<file path="src/rtl/instr_fetch_unit.sv">
// Instruction fetch: PC, IMEM requests, 2-entry instruction queue.
// Optional FETCH_PERF_EN adds pop and stall counters.
module instr_fetch_unit #(
  parameter int          ADDR_W   = 10,
  parameter logic [31:0] RESET_PC = 32'h0000_0000
) (
  input  logic              CLK,
  input  logic              RESET,
  output logic              imem_rd,
  output logic [ADDR_W-1:0] imem_addr,
  input  logic [31:0]       imem_q,
  input  logic              redirect,
  input  logic [31:0]       redirect_pc,
  output logic              instr_valid,
  input  logic              instr_ready,
  output logic [31:0]       instr,
  output logic [6:0]        opcode,
  output logic [31:0]       instr_pc
`ifdef FETCH_PERF_EN
  ,
  output logic [31:0]       perf_instr,
  output logic [31:0]       perf_stall
`endif
);

  typedef enum logic [1:0] {
    ARRANQUE,
    EJECUTA,
    VACIA
  } state_t;

  state_t      state;
  state_t      state_nx;
  logic [31:0] pc;
  logic        inflight;
  logic [31:0] fly_pc;
  logic [1:0]  cnt;
  logic [31:0] q0_i;
  logic [31:0] q0_pc;
  logic [31:0] q1_i;
  logic [31:0] q1_pc;
  logic [31:0] last_i;
  logic [31:0] last_pc;
  logic        land;
  logic        pop;
  logic        issue;
  logic [2:0]  occ;

  // The returning IMEM word acts as a live tail entry for 1-cycle latency.
  assign land        = inflight & (state != VACIA);
  assign instr_valid = (cnt != 2'd0) | land;
  assign pop         = instr_valid & instr_ready;
  assign occ         = {1'b0, cnt} + {2'b00, inflight};
  assign imem_addr   = pc[ADDR_W+1:2];
  assign imem_rd     = issue;
  assign opcode      = instr[6:0];

  // Head select: stored entry, else landing word, else hold last shown.
  always_comb begin
    instr    = last_i;
    instr_pc = last_pc;
    if (cnt != 2'd0) begin
      instr    = q0_i;
      instr_pc = q0_pc;
    end else if (land) begin
      instr    = imem_q;
      instr_pc = fly_pc;
    end
  end

  // Next state and issue decision; redirect overrides both.
  always_comb begin
    state_nx = state;
    issue    = 1'b0;
    unique case (state)
      ARRANQUE: state_nx = EJECUTA;
      EJECUTA, VACIA: begin
        state_nx = EJECUTA;
        issue    = occ < (3'd2 + {2'b00, pop});
      end
      default: state_nx = ARRANQUE;
    endcase
    if (redirect) begin
      state_nx = VACIA;
      issue    = 1'b0;
    end
  end

  // State, PC and in-flight tracking.
  always_ff @(posedge CLK) begin
    if (RESET) begin
      state    <= ARRANQUE;
      pc       <= RESET_PC;
      inflight <= 1'b0;
      fly_pc   <= '0;
    end else begin
      state <= state_nx;
      if (redirect) begin
        pc       <= redirect_pc & ~32'd3;
        inflight <= 1'b0;
      end else begin
        inflight <= issue;
        if (issue) begin
          pc     <= pc + 32'd4;
          fly_pc <= pc;
        end
      end
    end
  end

  // Queue storage: drop head on pop, append landing word if not consumed.
  always_ff @(posedge CLK) begin
    if (RESET) begin
      cnt   <= 2'd0;
      q0_i  <= '0;
      q0_pc <= '0;
      q1_i  <= '0;
      q1_pc <= '0;
    end else if (redirect) begin
      cnt <= 2'd0;
    end else begin
      unique case (cnt)
        2'd0: begin
          if (land && !pop) begin
            q0_i  <= imem_q;
            q0_pc <= fly_pc;
            cnt   <= 2'd1;
          end
        end
        2'd1: begin
          if (pop && land) begin
            q0_i  <= imem_q;
            q0_pc <= fly_pc;
          end else if (pop) begin
            cnt <= 2'd0;
          end else if (land) begin
            q1_i  <= imem_q;
            q1_pc <= fly_pc;
            cnt   <= 2'd2;
          end
        end
        2'd2: begin
          if (pop) begin
            q0_i  <= q1_i;
            q0_pc <= q1_pc;
            cnt   <= 2'd1;
          end
        end
        default: cnt <= 2'd0;
      endcase
    end
  end

  // Remember the presented word so the outputs hold while empty.
  always_ff @(posedge CLK) begin
    if (RESET) begin
      last_i  <= '0;
      last_pc <= '0;
    end else begin
      last_i  <= instr;
      last_pc <= instr_pc;
    end
  end

`ifdef FETCH_PERF_EN
  // Free-running pop and stall counters; only RESET clears them.
  always_ff @(posedge CLK) begin
    if (RESET) begin
      perf_instr <= '0;
      perf_stall <= '0;
    end else begin
      if (pop && !redirect)
        perf_instr <= perf_instr + 32'd1;
      if (instr_valid && !instr_ready)
        perf_stall <= perf_stall + 32'd1;
    end
  end
`endif

endmodule

</file>
<file path="config.mk">
export PLATFORM = sky130hd
export DESIGN_NAME = instr_fetch_unit
export DESIGN_NICKNAME = d
export VERILOG_FILES = /design/src/rtl/instr_fetch_unit.sv
export SDC_FILE = /design/constraint.sdc
export NUM_CORES = 1
export LEC_CHECK = 0
export ABC_AREA = 1
export CAP_MARGIN = 20
export CORE_MARGIN = 2
export CORE_UTILIZATION = 65
export CTS_BUF_LIST = sky130_fd_sc_hd__clkbuf_2 sky130_fd_sc_hd__clkbuf_4 sky130_fd_sc_hd__clkbuf_8
export DETAILED_ROUTE_END_ITERATION = 12
export DONT_BUFFER_PORTS = 1
export PLACE_DENSITY = 0.81
export SLEW_MARGIN = 15
export SYNTH_ARGS = -nofsm -noshare
export SYNTH_HDL_FRONTEND = slang
export SYNTH_SLANG_ARGS = --single-unit
</file>
<file path="constraint.sdc">
create_clock -name CLK -period 5.02 [get_ports CLK]
set_input_delay 0.753 -clock CLK [delete_from_list [all_inputs] [get_ports CLK]]
set_output_delay 0.753 -clock CLK [all_outputs]
set_load 0.005 [all_outputs]
</file>
==> metrics.md <==
| Metric | Value |
|---|---|
| Status | `completed` |
| Slew @ Worst Pin | `1.07 ns` |
| Worst Hold Path Cells | `1` |
| Critical path class | `register to output port` |
| Reg-to-Reg Start | `state[0]$_SDFF_PP0_` |
| Hold endpoint | `pc[4]$_SDFFE_PP0P_` |
| Hold buffers post-CTS | `0` |
| NetSw | `1.04 mW` |
| CTS resizes | `0` |
| Routed len/inst | `15.1 um` |
| Flop pwr share | `0.507` |
| Diodes inserted | `0` |
| Hold Crit Class | `primary input to register` |
| Antenna viol nets, final | `0` |
| CTS tree | `built` |
| Num rows | `48` |
| Clock Latency Late Sink | `0.55 ns` |
| Die Y | `136 um` |
| Num CTS Buffers | `41` |
| Worst reg2reg path endpoint | `fly_pc[12]$_SDFFE_PP0P_` |
| Post-route cell area | `11900 um2` |
| Tcrit/Tclk final | `0.742` |
| Largest family of logic cells by synthesized area | `compound AO/OA/AOI/OAI gates` |
| Final Critical Period | `3.73 ns` |
| Worst path slowest cell | `inv_2` |
| Synth Net Count | `1646` |
| Final setup violation count | `0` |
| FF-to-FF setup slack | `1.90 ns` |
| Initial Util | `0.662` |
| Synthesized area | `11400 um2` |
| Via count | `9877` |
| Iter 0 DRT Violations | `861` |
| CORE AREA | `17200 um2` |
| Number of flops mapped to enable cells by yosys | `0` |
| Antenna violations before repair | `0` |
| Adder-cell share of the synthesized area | `0.00550` |
| Startpoint Class | `register` |
| First-pass DRT Iterations | `5` |
| Synth Flop Type | `dfxtp_1` |
| Clk slew on worst S/H paths | `0.06 ns` |
| Max Slew Vio Count | `0` |
| Req. time, crit path | `4.27 ns` |
| Largest net degree at the start of global routing | `125` |
| Worst-path cell chain | `inv_1, ha_1, inv_2, nand2_4, nand2_4, nand2_2, nand2_2, nand3_2, inv_2` |
| Total global routing overflow | `0` |
| Top-area cell type share of the netlist area | `0.446` |
| Fmax | `268 MHz` |
| Synth async-reset ratio | `0` |
| Sequential cell area | `5060 um2` |
| Hold_sp | `RESET` |
| Pleak | `4.55 nW` |
| Area Growth Syn to Fin | `4.60%` |
| Setup Skew | `0.0387 ns` |
| Post-synthesis cell type count | `34` |
| Number of fill cells | `1490` |
| R2R cell count | `12` |
| Global-route wire length before repair | `42.3 mm` |
| GP Congestion | `0.934` |
| Hold Vio Cnt, Final | `0` |
| Worst Setup End Kind | `output port` |
| Headroom to the max-slew limit | `0.284` |
| Switching share of total power | `0.247` |
| Clk root buf | `clkbuf_8` |
| XOR/XNOR share of the synthesized area | `0.00771` |
| DRC viols | `0` |
| Seq cells post-synth | `253` |
| Commonest cells in the netlist | `nand2_1 (262), o21ai_0 (260), dfxtp_1 (253)` |
| Post-CTS Setup Inserts | `0` |
| Slowest stage delay, CP | `0.52 ns` |
| Routed vias/inst | `5.64` |
| Final core occ | `0.692` |
| DP HPWL | `15.9 mm` |
| IO Count | `151` |
| Layout cell share with drive strength beyond 1 | `0.0649` |
| Critical Path Fanout Max | `64` |
| Simple-Gate Fraction of Synth Area | `0.197` |
| Clock power share | `0.417` |
| Fin Setup TNS | `0 ns` |
| Top cells by area, synth | `dfxtp_1 (45%), o21ai_0 (11%), nand2_1 (8.7%), a21oi_1 (6.8%), inv_1 (5.2%)` |
| Global Route Usage Sum | `0.278` |
| Max_cap viols | `0` |
| Nets | `1577` |
| Maximum VDD drop | `0.000238 V` |
| I/O Buffers | `0` |
| Register area share after synthesis | `0.446` |
| CP arrival | `2.97 ns` |
| Post-Syn Area per Cell | `7.23 um2` |
| Compound-Gate Fraction of Synth Area | `0.231` |
| Area of the multi-input gates | `5020 um2` |
| Largest area contributor in the synthesized netlist | `dfxtp_1` |
| Mux contribution to synthesized area | `0` |
| Die width | `136 um` |
| Worst path buffer plus inverter count | `3` |
| Die ar. | `18600 um2` |
| Most numerous cell in the Yosys netlist | `nand2_1` |
| Pwr/cell area | `354 nW/um2` |
| H-tree lvl count | `2` |
| Clock sink total | `253` |
| Placed Area | `11100 um2` |
| Wirelength, routed | `26.4 mm` |
| Comb power frac | `0.076` |
| RSZ-0062 raised after global routing | `false` |
| Clk buf depth | `3` |
| Syn. warnings | `0` |
| Pint | `3.17 mW` |
| Synth Instances | `1573` |
| CP delay by family, top | `simple AND/OR/NAND/NOR gates` |
| Vias in the first global route | `8805` |
power by group through the flow:
| stage | Clock [mW] | Sequential [mW] | Combinational, mW |
|---|---|---|---|
| after floorplan | 0 | 2.16 | 0.280 |
| after global placement | 0 | 2.17 | 0.308 |
| after detailed placement | 0 | 2.17 | 0.317 |
| after CTS | 1.78 | 2.13 | 0.321 |
| after global routing | 1.88 | 2.14 | 0.369 |
| final | 1.76 | 2.13 | 0.322 |
state kept, by name, indices dropped and copies added (netlist names), 2 cells and up:
name / cells
cnt: 2
fly_pc: 30
q0_pc: 30
q1_i: 32
state: 2
last_i: 32
q1_pc: 30
last_pc: 32
pc: 30
q0_i: 32
routing by layer:
| layer | global-route usage | routed length (um) | vias up |
|---|---|---|---|
| met5 | 0 | 0 | - |
| met4 | 0.0926 | 568 | 0 |
| met3 | 0.0735 | 1990 | 42 |
| met2 | 0.468 | 12500 | 288 |
| met1 | 0.347 | 11300 | 4575 |
| li1 | - | - | 4972 |
through the flow:
step	power, mW	worst slack [ns]	hold slack, ns	std cells
after global routing	4.39	1.09	0.238	1750
after detailed placement	2.49	1.86	0.433	1685
final	4.21	1.29	0.267	1750
after global placement	2.48	1.89	0.431	1685
after floorplan	2.44	2.78	0.424	1573
after CTS	4.24	1.27	0.248	1749
cell type report:
type                    instances  share of cell area
well taps                     225              0.0237
inverters                     166              0.0528
clock buffers                  60              0.0658
flip-flops and latches        253               0.426
multi-input cells            1033               0.422
clock inverters                 4             0.00210
repair buffers                  9             0.00737
placed cells by master (no fill, tap or decap), drive strengths merged, types with 3 or more instances in the layout:
master	instances
and2	62
nor2	131
nor3	6
inv	165
dfxtp	253
o21ai	285
buf	9
nand2	270
a21oi	155
xnor2	4
nand3	37
clkbuf	60
ha	5
xor2	6
nand4	5
o22ai	62
clkinv	3
kinds of logic after synthesis:
family,Yosys count
AO/OA/AOI/OAI,506
XOR/XNOR,10
adder cells (fa/ha/maj),5
buffers and inverters,287
flip-flops,253
AND/OR/NAND/NOR,512
worst max-delay path by stage:
| stage | startpoint | to | depth (start not counted) |
|---|---|---|---|
| 3_5_place_dp | state[0]$_SDFF_PP0_ | imem_rd | 9 |
| 2_1_floorplan | state[0]$_SDFF_PP0_ | opcode[1] | 8 |
| 6_report | state[0]$_SDFF_PP0_ | imem_rd | 9 |
| 4_1_cts | state[0]$_SDFF_PP0_ | imem_rd | 9 |
| 5_1_grt | state[0]$_SDFF_PP0_ | imem_rd | 9 |
| 3_3_place_gp | state[0]$_SDFF_PP0_ | imem_rd | 9 |
No activity file was read; power rests on OpenSTA's default activity.
